`src/rtl/fabric_config_loader.sv`:
```
// Streams IN_WIDTH-bit configuration words into a CONF_WIDTH-bit frame and commits
// one frame per fabric block with a one-hot cset strobe, block 0 first.
module fabric_config_loader #(
    parameter int CONF_WIDTH = 288,
    parameter int NUM_BLOCKS = 4,
    parameter int IN_WIDTH   = 32,
    parameter int WPF        = (CONF_WIDTH + IN_WIDTH - 1) / IN_WIDTH
) (
    input  logic                  clk,
    input  logic                  rst,
    input  logic                  start,
    input  logic                  abort,
    input  logic [IN_WIDTH-1:0]   in_data,
    input  logic                  in_valid,
    output logic                  in_ready,
    output logic [CONF_WIDTH-1:0] c,
    output logic [NUM_BLOCKS-1:0] cset,
    output logic                  busy,
    output logic                  done,
    output logic [1:0]            state_dbg
);

    localparam int CNT_W   = (WPF > 1) ? $clog2(WPF) : 1;
    localparam int BLK_W   = (NUM_BLOCKS > 1) ? $clog2(NUM_BLOCKS) : 1;
    localparam int LAST_LO = (WPF - 1) * IN_WIDTH;
    localparam int LAST_W  = CONF_WIDTH - LAST_LO;

    typedef enum logic [1:0] {
        S_IDLE   = 2'd0,
        S_LOAD   = 2'd1,
        S_COMMIT = 2'd2,
        S_DONE   = 2'd3
    } state_t;

    state_t                state;
    logic [CNT_W-1:0]      word_cnt;
    logic [BLK_W-1:0]      blk;
    logic [CONF_WIDTH-1:0] frame;
    logic                  accept;
    logic                  last_word;
    logic                  last_blk;

    // Handshake: a word transfers on a rising edge where in_valid and in_ready are both 1;
    // in_ready is a registered state decode and never looks at in_valid.
    assign accept    = in_valid && in_ready;
    assign last_word = (word_cnt == CNT_W'(WPF - 1));
    assign last_blk  = (blk == BLK_W'(NUM_BLOCKS - 1));
    assign c         = frame;
    assign state_dbg = state;

    // Words land LSB-first; the final word keeps only the bits that fit in the frame.
    always_ff @(posedge clk) begin
        if (rst) begin
            frame <= '0;
        end else if (accept) begin
            for (int w = 0; w < WPF - 1; w++) begin
                if (word_cnt == CNT_W'(w)) begin
                    frame[w*IN_WIDTH +: IN_WIDTH] <= in_data;
                end
            end
            if (last_word) begin
                frame[CONF_WIDTH-1:LAST_LO] <= in_data[LAST_W-1:0];
            end
        end
    end

    always_ff @(posedge clk) begin
        if (rst) begin
            state    <= S_IDLE;
            word_cnt <= '0;
            blk      <= '0;
            in_ready <= 1'b0;
            cset     <= '0;
            busy     <= 1'b0;
            done     <= 1'b0;
        end else begin
            cset <= '0;
            done <= 1'b0;
            case (state)
                S_IDLE: begin
                    if (start) begin
                        state    <= S_LOAD;
                        word_cnt <= '0;
                        blk      <= '0;
                        in_ready <= 1'b1;
                        busy     <= 1'b1;
                    end
                end
                S_LOAD: begin
                    if (abort) begin
                        state    <= S_IDLE;
                        in_ready <= 1'b0;
                        busy     <= 1'b0;
                    end else if (accept) begin
                        word_cnt <= word_cnt + CNT_W'(1);
                        if (last_word) begin
                            state    <= S_COMMIT;
                            in_ready <= 1'b0;
                            cset     <= NUM_BLOCKS'(1) << blk;
                        end
                    end
                end
                S_COMMIT: begin
                    if (abort) begin
                        state <= S_IDLE;
                        busy  <= 1'b0;
                    end else if (last_blk) begin
                        state <= S_DONE;
                        done  <= 1'b1;
                    end else begin
                        state    <= S_LOAD;
                        blk      <= blk + BLK_W'(1);
                        word_cnt <= '0;
                        in_ready <= 1'b1;
                    end
                end
                S_DONE: begin
                    state <= S_IDLE;
                    busy  <= 1'b0;
                end
                default: begin
                    state    <= S_IDLE;
                    in_ready <= 1'b0;
                    busy     <= 1'b0;
                end
            endcase
        end
    end

endmodule
```
`config.mk`:
```
export PLATFORM = sky130hd
export DESIGN_NAME = fabric_config_loader
export DESIGN_NICKNAME = d
export VERILOG_FILES = /design/src/rtl/fabric_config_loader.sv
export SDC_FILE = /design/constraint.sdc
export NUM_CORES = 1
export LEC_CHECK = 0
export CAP_MARGIN = 20
export CORE_MARGIN = 2
export CORE_UTILIZATION = 30
export CTS_CLUSTER_SIZE = 28
export DETAILED_ROUTE_END_ITERATION = 10
export HOLD_SLACK_MARGIN = 0.1
export PLACE_DENSITY = 0.51
export SETUP_SLACK_MARGIN = 0.4
export SYNTH_ARGS = -nofsm -noshare
export SYNTH_HDL_FRONTEND = slang
export SYNTH_SLANG_ARGS = --single-unit
```
`constraint.sdc`:
```
create_clock -name clk -period 2.4 [get_ports clk]
set_clock_uncertainty 0.2 [all_clocks]
set_input_delay 0.48 -clock clk [delete_from_list [all_inputs] [get_ports clk]]
set_output_delay 0.48 -clock clk [all_outputs]
set_load 0.02 [all_outputs]
```
* After elaboration in Yosys (flattened, before gate mapping)
Cells that the tools add are included.
Operators by class: reductions and logical operators 22, add/subtract/negate cells 2, multiplexer cells 27, shift-type cells 1, bitwise operators 4, equal/unequal tests 20
Operator list (number):
- 4-bit 2-to-1 mux | 5
- 2-bit AND reduction | 10
- 2-bit 2-to-1 mux | 9
- 4-bit by 3-bit == test with 1-bit output (second input constant) | 4
- 4-bit case mux with 3 select lines | 1
- 6-bit AND reduction | 2
- 2-bit != test (second input constant) | 5
- 4-bit by 2-bit == test with 1-bit output (second input constant) | 2
- 1-bit 2-to-1 mux | 8
- 2-bit case mux with 4 select lines | 1
- 2-bit == test (second input constant) | 3
- 3-bit != test (second input constant) | 2
- 1-bit case mux with 3 select lines | 2
- 5-bit OR reduction | 1
- 4-bit by 1-bit adder with 4-bit output (second input constant) | 1
- 4-bit by 1-bit == test with 1-bit output (second input constant) | 1
- 4-bit == test (second input constant) | 1
- 4-bit logical NOT | 1
- 1-bit NOT | 4
- 2-bit case mux with 2 select lines | 1
- 4-bit AND reduction | 1
- 1-bit by 2-bit left shift with 4-bit output (first input constant) | 1
- 3-bit AND reduction | 1
- 3-bit nonzero test | 1
- 8 further kinds | 8
Word-level totals: output and inout port bits 297, register bits 303, logic and storage cells 92

* Depth between registers and ports, before layout
depth in word-level cells 5, depth in mapped cells 8, mapped depth without buffers 6

* Worst setup path before layout
Ideal clock, no wire load.
kind reg-to-reg, start reg state[0], in the netlist state_dbg[0], end reg word_cnt[3], clock period less this slack 1958 ps, data arrival time 1688 ps, library setup time 70 ps, cell stages (with the launch flop) 7, slack 442 ps, cells stage by stage dfxtp_1 -> inv_1 -> ha_1 -> o21ai_4 -> nand3_1 -> or4_1 -> a21oi_1
Between the ends: word-level cells in the longest chain between the ends 3, elaborated cells on any way between the ends 11, classes of those cells 7 x eq/ne; 1 x mux; 3 x reduce/logical
RTL lines:
- start, declared | RTL line 35 | state_t state;
- start signal, assigned | RTL line 69 | state <= S_IDLE;
- start signal, assigned | RTL line 82 | state <= S_LOAD;
- start signal, assigned | RTL line 91 | state <= S_IDLE;
- 2-bit by 1-bit == test with 1-bit output (tied with other cells) | RTL line 79 | case (state)
- 2-bit != test (no line) or 3-bit nonzero test (tied branches)
- 6-bit AND reduction (no line)
- end signal, assigned | RTL line 95 | word_cnt <= word_cnt + CNT_W'(1);
- end, declared | RTL line 36 | logic [CNT_W-1:0] word_cnt;
Parallel ways exist; a longest one is shown, timed or not. A chain may end at the register's enable or synchronous reset.

* Worst setup path in the final report
start reg frame[83], in the netlist c[83], end out c[83]
RTL lines:
- start, declared | RTL line 38 | logic [CONF_WIDTH-1:0] frame;
- start signal, assigned by index | RTL line 58 | frame[w*IN_WIDTH +: IN_WIDTH] <= in_data;
- start signal, assigned by index | RTL line 62 | frame[CONF_WIDTH-1:LAST_LO] <= in_data[LAST_W-1:0];
- end, declared | RTL line 16 | output logic [CONF_WIDTH-1:0] c,
No word-level cell between the ends.

==> out/qor.yml <==
grt:
  overflow: 0
  groute.usage.overall_pct: 20.5
  grt.busiest_layer: "met2"
  grt_pass1_wl_um: 60900
  grt_max_degree: 94
  use_met1_pct: 27.0
  antenna_found_initial: 1
  use_met3_pct: 5.15
  first_global_vias: 9887
  use_met2_pct: 33.5
clock_tree:
  clockRootBuffer: "clkbuf_16"
  tritoncts: "yes"
  path_clk_slew_ns: 0.06
  clockBufferDepth: 3
  htreeDepth: 2
  cts_buffers: 37
  cts.sinks: 303
  insertion_delay_ns: 0.51
  ctsHoldBuffers: 0
synth:
  synthAdderAreaFrac_pct: 1.13
  yosys_warnings: 0
  synth.top_cells.by_count: "nand2_1 (579), dfxtp_1 (303), a21oi_1 (281)"
  synthSimpleGateAreaFrac_pct: 22.5
  synth_fp_nets: 1434
  synth_cells: 1387
  synth_mux_area_share_pct: 0.360
  synth_area_leaders: "dfxtp_1 (55%), nand2_1 (20%), a21oi_1 (13%)"
  synth-seq-cells: 303
  synth_xor_area_share_pct: 0
  yosysUniqueCellTypes: 44
  synth-edff-count: 0
  synth_top_area_share_pct: 54.6
  syn-cell-area_sq_mm: 0.0111
  synth.most_common_cell: "nand2_1"
  seq_area_frac_synth_pct: 54.6
  syn_area_per_cell_sq_um: 8.01
  synth_compound_area_share_pct: 14.5
  synth_ff_type: "dfxtp_1"
  synthArstFlopShare_pct: 0
  synth_top_family_by_area: "simple AND/OR/NAND/NOR gates"
  yosysTopAreaCell: "dfxtp_1"
place:
  place_inst: 2110
  portBuffers: 333
  gp_congestion: 0.804
  hpwl_um: 28100
sta:
  rsz0062_at_grt: "no"
  drv_slew: 0
  hold_viol: 0
  fin_crit_ns: 1.95
  holdWs_ns: 0.134
  period_share_pct: 81.2
  relSlewSlack_pct: 59.0
  worst_pin_slew_ns: 0.612
  final-setup-viol-count: 0
  fmax_mhz: 513
route:
  drtAntennaViolNets: 0
  routed_wl_um: 40800
  via_per_inst: 4.67
  drc: 0
  vias: 10200
  dr.pass1.iters: 6
  wire_per_inst_um: 18.8
  drtIter0Drc: 541
min_path:
  hold_path_class: "in2reg"
setup_path:
  crit_fanout: 2
  cp_top_family: "flip-flops"
  cp-start-kind: "register"
  slowest_stage: "dfxtp_1"
  critical_path_required_ns: 1.72
  max_stage_delay_ns: 0.40
  crit_arrival_ns: 1.27
  crit_buf_inv: 1
  end_kind: "output port"
  critPathKind: "reg2out"
  crit_chain: "dlygate4sd2_1"
die:
  ios: 334
  fp.dieW_um: 196
  core_area_sq_mm: 0.0365
  die-area_sq_mm: 0.0386
  rows: 70
  fp.dieH_um: 196
  start_util_pct: 30.4
final_layout:
  nNetsFinal: 1731
  fillers: 3744
  fin_cells: 2178
  final_layout_size_suffix_gt1_share_pct: 9.42
  area_growth_pct: 43.5
power:
  power.internal_mw: 8.86
  p_per_area_mw_per_mm2: 725
  seqPwrFrac_pct: 44.5
  power_frac_clock_pct: 48.4
  switching_share_pct: 23.3
  combPwrFrac_pct: 7.0
  ir_drop_v: 0.000395
  p_leak_nw: 6.85
  net-switching-power_mw: 2.69
job:
  cap_violations: 0
outcome:
  status: "completed"
## power groups by stage
stage / sequential, mW / clock (mW) / combinational (mW)
after detailed placement: 5.26 / 0 / 0.821
after global routing: 5.15 / 5.94 / 0.872
after global placement: 5.25 / 0 / 0.819
after CTS: 5.14 / 5.75 / 0.818
final: 5.15 / 5.60 / 0.811
after floorplan: 5.33 / 0 / 0.362
## metal layers
metal | wire length [um] | up-vias | share of wire [%]
li1 | - | 5038 | -
met1 | 18200 | 4784 | 45
met2 | 18700 | 297 | 46
met3 | 2920 | 60 | 7.1
met4 | 991 | 0 | 2.4
met5 | 0 | - | 0
## layout make-up
| type | instances | area, sq um | share of cell area, % |
|---|---|---|---|
| inverters | 10 | 37.5 | 0.235 |
| clock buffers | 55 | 1140 | 7.12 |
| clock inverters | 9 | 103 | 0.643 |
| well taps | 468 | 586 | 3.67 |
| diodes | 1 | 2.50 | 0.0157 |
| multi-input cells | 945 | 4320 | 27.1 |
| repair buffers | 387 | 3690 | 23.2 |
| flip-flops and latches | 303 | 6070 | 38.1 |
## final timing paths
check | from | end | slack, ns | depth (start not counted)
hold reg to reg | c[204]$_SDFFE_PP0P_ | c[204]$_SDFFE_PP0P_ | 0.25 | 2
hold / removal | rst | blk[0]$_SDFFE_PP0P_ | 0.13 | 2
setup / recovery | c[83]$_SDFFE_PP0P_ | c[83] | 0.45 | 1
setup reg to reg | word_cnt[1]$_SDFFE_PP0P_ | c[0]$_SDFFE_PP0P_ | 0.50 | 9
## state kept, by name, summed over array words and instances, names as in the netlist
| register | cells |
|---|---|
| done | 1 |
| busy | 1 |
| in_ready | 1 |
| cset | 4 |
| state_dbg | 2 |
| blk | 2 |
| word_cnt | 4 |
| c | 288 |
## cells in the final DEF, fill, tap and decap left out, types with 2 or more instances in the layout
| cell | instances |
|---|---|
| clkdlybuf4s50_1 | 35 |
| bufinv_16 | 2 |
| dfxtp_2 | 4 |
| clkbuf_1 | 6 |
| dfxtp_1 | 299 |
| ha_1 | 8 |
| clkbuf_8 | 10 |
| buf_4 | 28 |
| dlygate4sd2_1 | 295 |
| nand4_1 | 3 |
| a21oi_1 | 281 |
| a22oi_1 | 2 |
| inv_1 | 8 |
| a21oi_2 | 12 |
| clkinv_2 | 5 |
| nor3_1 | 5 |
| and2_2 | 5 |
| clkbuf_16 | 39 |
| mux2i_1 | 4 |
| o21ai_0 | 3 |
| nand2_2 | 14 |
| nor2_1 | 4 |
| inv_2 | 2 |
| nand2_1 | 575 |
| buf_12 | 24 |
## stage by stage
stage	utilization, %	TNS, ns	cell area (sq um)	total power [mW]	setup slack (ns)
2_1_floorplan	-	0	11100	5.69	0.442
3_3_place_gp	41.1	0	15000	6.07	0.0164
3_5_place_dp	41.1	-0.00690	15000	6.08	-0.00354
4_1_cts	43.6	0	15900	11.7	0.282
5_1_grt	43.7	0	16000	12.0	0.400
6_report	43.7	0	16000	11.6	0.451
## cell families (layout without fill, tap and decap cells)
family,count (synthesis),count (layout)
other,0,1
flip-flops,303,303
AND/OR/NAND/NOR,626,626
AO/OA/AOI/OAI,305,305
multiplexers,4,4
buffers and inverters,139,461
adder cells (fa/ha/maj),10,10
## timing repair
item	in CTS	in global routing
setup buffers	1	1
endpoints found under the setup margin	299	38
cloned	1	0
pin swaps	1	2
gates resized for setup	304	8
Power figures use the tool's default switching activity.
==> edit 1: new RTL, same flow settings <==
Change the parameter `NUM_BLOCKS` from 4 to 8.
--- a/src/rtl/fabric_config_loader.sv
+++ b/src/rtl/fabric_config_loader.sv
@@ -2,7 +2,7 @@
 // one frame per fabric block with a one-hot cset strobe, block 0 first.
 module fabric_config_loader #(
     parameter int CONF_WIDTH = 288,
-    parameter int NUM_BLOCKS = 4,
+    parameter int NUM_BLOCKS = 8,
     parameter int IN_WIDTH   = 32,
     parameter int WPF        = (CONF_WIDTH + IN_WIDTH - 1) / IN_WIDTH
 ) (
Interface: changed (resized cset); port bits go from 334 to 338. No check against the original RTL was run, so the function may have changed too.
==> edit 1 against the unedited design <==
  * Sequential cell count increased by 5
  * Routed wire length increased by 0.57%
  * Power decreased by 1.4%
  * Register-to-register slack got worse by 0.02 ns
  * Synthesized area decreased by 0.12%
  * Setup slack about the same
  * First-iteration DRC count increased by 7.2%
  * Final area decreased by 0.32%
  * Largest cell class unchanged
  * Largest power group unchanged
==> edit 1: results (changes against the unedited design) <==
Layout
  • Share of cells above drive strength 1: 7.65% (-1.8 points)
  • Final Net Count: 1750 (+1.1%)
  • Clock buf count: 57 (+3.6%)
  • Area of the multi-input gates: 4370 um^2 (+1.2%)
  • Final clock-cell share: 7.32% (-0.45 points)
  • Multi-input gates: 956 (+1.2%)
  • Non-clock buffers: 386 (-0.26%)

Global route
  • Largest net degree at the start of global routing: 74 (-21%)
  • Grt met1 use: 26.1% (-0.84 points)
  • First-pass GRT wire length: 61600 um (+1.1%)
  • GR Util All Layers: 20.9% (+0.41 points)
  • Vias in the first global route: 9855 (-0.32%)

Drt
  • Met2 WL post-DR: 19100 um (+2.1%)
  • Routed wl met3: 3390 um (+16%)
  • Vias per std cell: 4.65 (-0.60%)
  • Routed WL per cell: 18.7 um (-0.12%)
  • Starting DRT DRC Count: 580 (+7.2%)

Clocking
  • Clock Latency Late Sink: 0.53 ns (+0.02 ns)
  • CTS Hold Bufs: 1 (+1)
  • Post-CTS Setup Bufs: 0 (-1)
  • Post_cts resized: 307 (+0.99%)
  • Clk sink count: 308 (+1.7%)

STA
  • Slew @ Worst Pin: 0.609 ns (-0.00298 ns)
  • Final worst path period need: 1.95 ns (+0.0000450 ns)

Placed design
  • Port Buf Inserts: 337 (+1.2%)
  • Setup WS pre-CTS: 0.0175 ns (+0.0210 ns)

Power
  • Int Power: 8.64 mW (-2.6%)
  • Leak: 6.87 nW (+0.18%)
  • Power Total: 11.4 mW (-1.4%)

Critical path
  • Slowest CP cell: dlygate4sd2_1
  • Reg-to-reg startpoint: word_cnt[0]$_SDFFE_PP0P_
  • Length in cells of the worst reg-to-reg path: 6 (-3)
  • FF-to-FF setup slack: 0.48 ns (-0.02 ns)

Die
  • Die area: 38600 um^2 (-0.12%)

Logic synthesis
  • Syn_nets: 1456 (+1.5%)
  • Post-synth top cells: nand2_1 (586), dfxtp_1 (308), a21oi_1 (294), clkbuf_1 (70), buf_2 (38)
  • Register area share after synthesis: 55.6% (+0.97 points)
  • Syn_area_per_cell: 7.90 um^2 (-1.4%)

Worst hold path
  • Hold Crit Class: reg -> reg

Run status
  • Status: complete, no violations
==> edit 1: changes by cell type after synthesis, moves of 3 or more <==
| cell | before | now |
|---|---|---|
| clkbuf_1 | 36 | 70 |
| and2_1 | 6 | 15 |
| buf_4 | 10 | 13 |
| buf_2 | 56 | 38 |
| buf_6 | 18 | 1 |
| nand2_2 | 10 | 0 |
| a21oi_2 | 12 | 0 |
| ha_1 | 10 | 14 |
| dfxtp_1 | 303 | 308 |
| a21oi_1 | 281 | 294 |
| nand2_1 | 579 | 586 |
==> edit 1: cell families after synthesis <==
family / count (synthesis) / share of synthesized area [%]
multiplexers: 4 / 0.372
buffers and inverters: 141 / 5.70
adder cells (fa/ha/maj): 14 / 1.58
AO/OA/AOI/OAI: 306 / 14.2
AND/OR/NAND/NOR: 632 / 22.6
flip-flops: 308 / 55.6
==> edit 2: new RTL, config.mk and constraints unchanged <==
Made on the original files. Register the output `state_dbg` once more, without a reset; this adds one clock of latency there. The other outputs are not delayed to match.
--- a/src/rtl/fabric_config_loader.sv
+++ b/src/rtl/fabric_config_loader.sv
@@ -46,7 +46,9 @@
     assign last_word = (word_cnt == CNT_W'(WPF - 1));
     assign last_blk  = (blk == BLK_W'(NUM_BLOCKS - 1));
     assign c         = frame;
-    assign state_dbg = state;
+    always_ff @(posedge clk) begin
+        state_dbg <= state;
+    end
 
     // Words land LSB-first; the final word keeps only the bits that fit in the frame.
     always_ff @(posedge clk) begin
Formal check against the unedited RTL: not equivalent (Yosys sat finds a counterexample within 4 cycles, from zero or initial values and one cycle with rst high).
==> edit 2 against the unedited design <==
  * Routed wire length shrank 0.24%
  * Hold slack improved by 0.035 ns
  * Setup slack worse by 0.037 ns
  * Sequential share of layout area rose by 0.34 points
  * Global-route usage up 0.43 points
  * Power up 2.0%
  * Sequential cell count increased by 2
  * Sequential power barely moved
  * Synthesized area fell by 1.0%
  * Fmax is 1.8% lower
  * Final area down 0.28%
  * Highest routed layer unchanged
==> edit 2: results (changes against the unedited design) <==
Placed design
  • Placer Congestion: 0.766 (-4.7%)
  • Setup WS pre-CTS: 0.00670 ns (+0.0102 ns)
  • HPWL after DPL: 27500 um (-2.4%)

Drt
  • Starting DRT DRC Count: 578 (+6.8%)
  • Vias per std cell: 4.71 (+0.75%)
  • Routed wl met3: 3170 um (+8.7%)
  • Met1 WL: 17500 um (-4.0%)
  • Routed WL per cell: 18.7 um (about the same)

Critical path
  • Slowest stage delay, CP: 0.42 ns (+0.02 ns)
  • FF-to-FF setup slack: 0.46 ns (-0.04 ns)
  • Critical path peak fanout: 10 (+8)
  • Worst Setup EP: in_ready
  • Reg-to-reg startpoint: state[0]$_SDFFE_PP0P_
  • Slowest CP cell: dfxtp_2
  • Crit path from: in_ready$_SDFFE_PP0P_
  • Length in cells of the worst reg-to-reg path: 6 (-3)
  • FF-to-FF End: word_cnt[3]$_SDFFE_PP0P_

Clocking
  • TritonCTS buffer count: 35 (-5.4%)

Global route
  • Largest net degree at the start of global routing: 61 (-35%)
  • Global routing usage on met2: 35.2% (+1.7 points)
  • GR Util All Layers: 21.0% (+0.43 points)
  • Grt met1 use: 26.2% (-0.78 points)
  • Initial antenna violation count: 0 (-1)
  • Vias in the first global route: 9949 (+0.63%)
  • First-pass GRT wire length: 61500 um (+1.0%)

Logic synthesis
  • Register area share after synthesis: 55.5% (+0.92 points)
  • Syn_area_per_cell: 7.91 um^2 (-1.2%)
  • Largest cells by area after synthesis: dfxtp_1 (56%), nand2_1 (20%), a21oi_1 (13%)
  • Post-synth top cells: nand2_1 (589), dfxtp_1 (305), a21oi_1 (294), clkbuf_1 (66), buf_2 (28)
  • Syn_nets: 1437 (+0.21%)
  • Yosys cell types: 40 (-9.1%)

STA
  • Final critical-path setup slack: 0.415 ns (-0.0365 ns)
  • Fin Hold WS: 0.169 ns (+0.0352 ns)
  • Worst slew margin: 58.4% (-0.61 points)

Layout
  • Final cell count without fillers: 2174 (-0.18%)
  • Fillers: 3718 (-0.69%)
  • N_diodes: 0 (-1)
  • Share of cells above drive strength 1: 7.85% (-1.6 points)
  • Final Net Count: 1728 (-0.17%)

Power
  • Comb pwr share: 6.2% (-0.8 points)
  • Int Power: 9.08 mW (+2.5%)
  • P_clk: 5.89 mW (+5.2%)
  • Leak: 6.86 nW (+0.15%)

Worst hold path
  • Worst hold endpoint: blk[1]$_SDFFE_PP0P_

Run status
  • Status: complete, no violations
[edit 2: stage by stage]
stage | utilization, % | total power [mW]
floorplan | - | 5.67
global placement | 41.2 | 6.06
detailed placement | 41.2 | 6.06
CTS | 43.7 | 11.9
global route | 43.8 | 12.2
finish | 43.8 | 11.8
[edit 2: cell families after synthesis]
family / Yosys count / synth area share (%)
AOI/OAI and AO/OA: 307 / 14.3
adders and majority gates: 10 / 1.14
buffers and inverters: 139 / 6.36
DFF: 305 / 55.5
muxes: 3 / 0.273
and+or+nand+nor: 626 / 22.4
[edit 2: area by class of cell]
class                           instances  area share (%)
Sequential cell                       305            38.4
Multi-Input combinational cell        946            26.7
Timing Repair Buffer                  383            23.0
Clock buffer                           44            6.30
Tap cell                              468            3.68
Clock inverter                         18            1.70
Inverter                               10           0.236
[edit 2: repair_timing]
item,CTS,global route
gates resized for setup,299,4
endpoints found under the setup margin,329,36
pin swaps,0,0
hold endpoints to repair,0,0
gates cloned,0,0
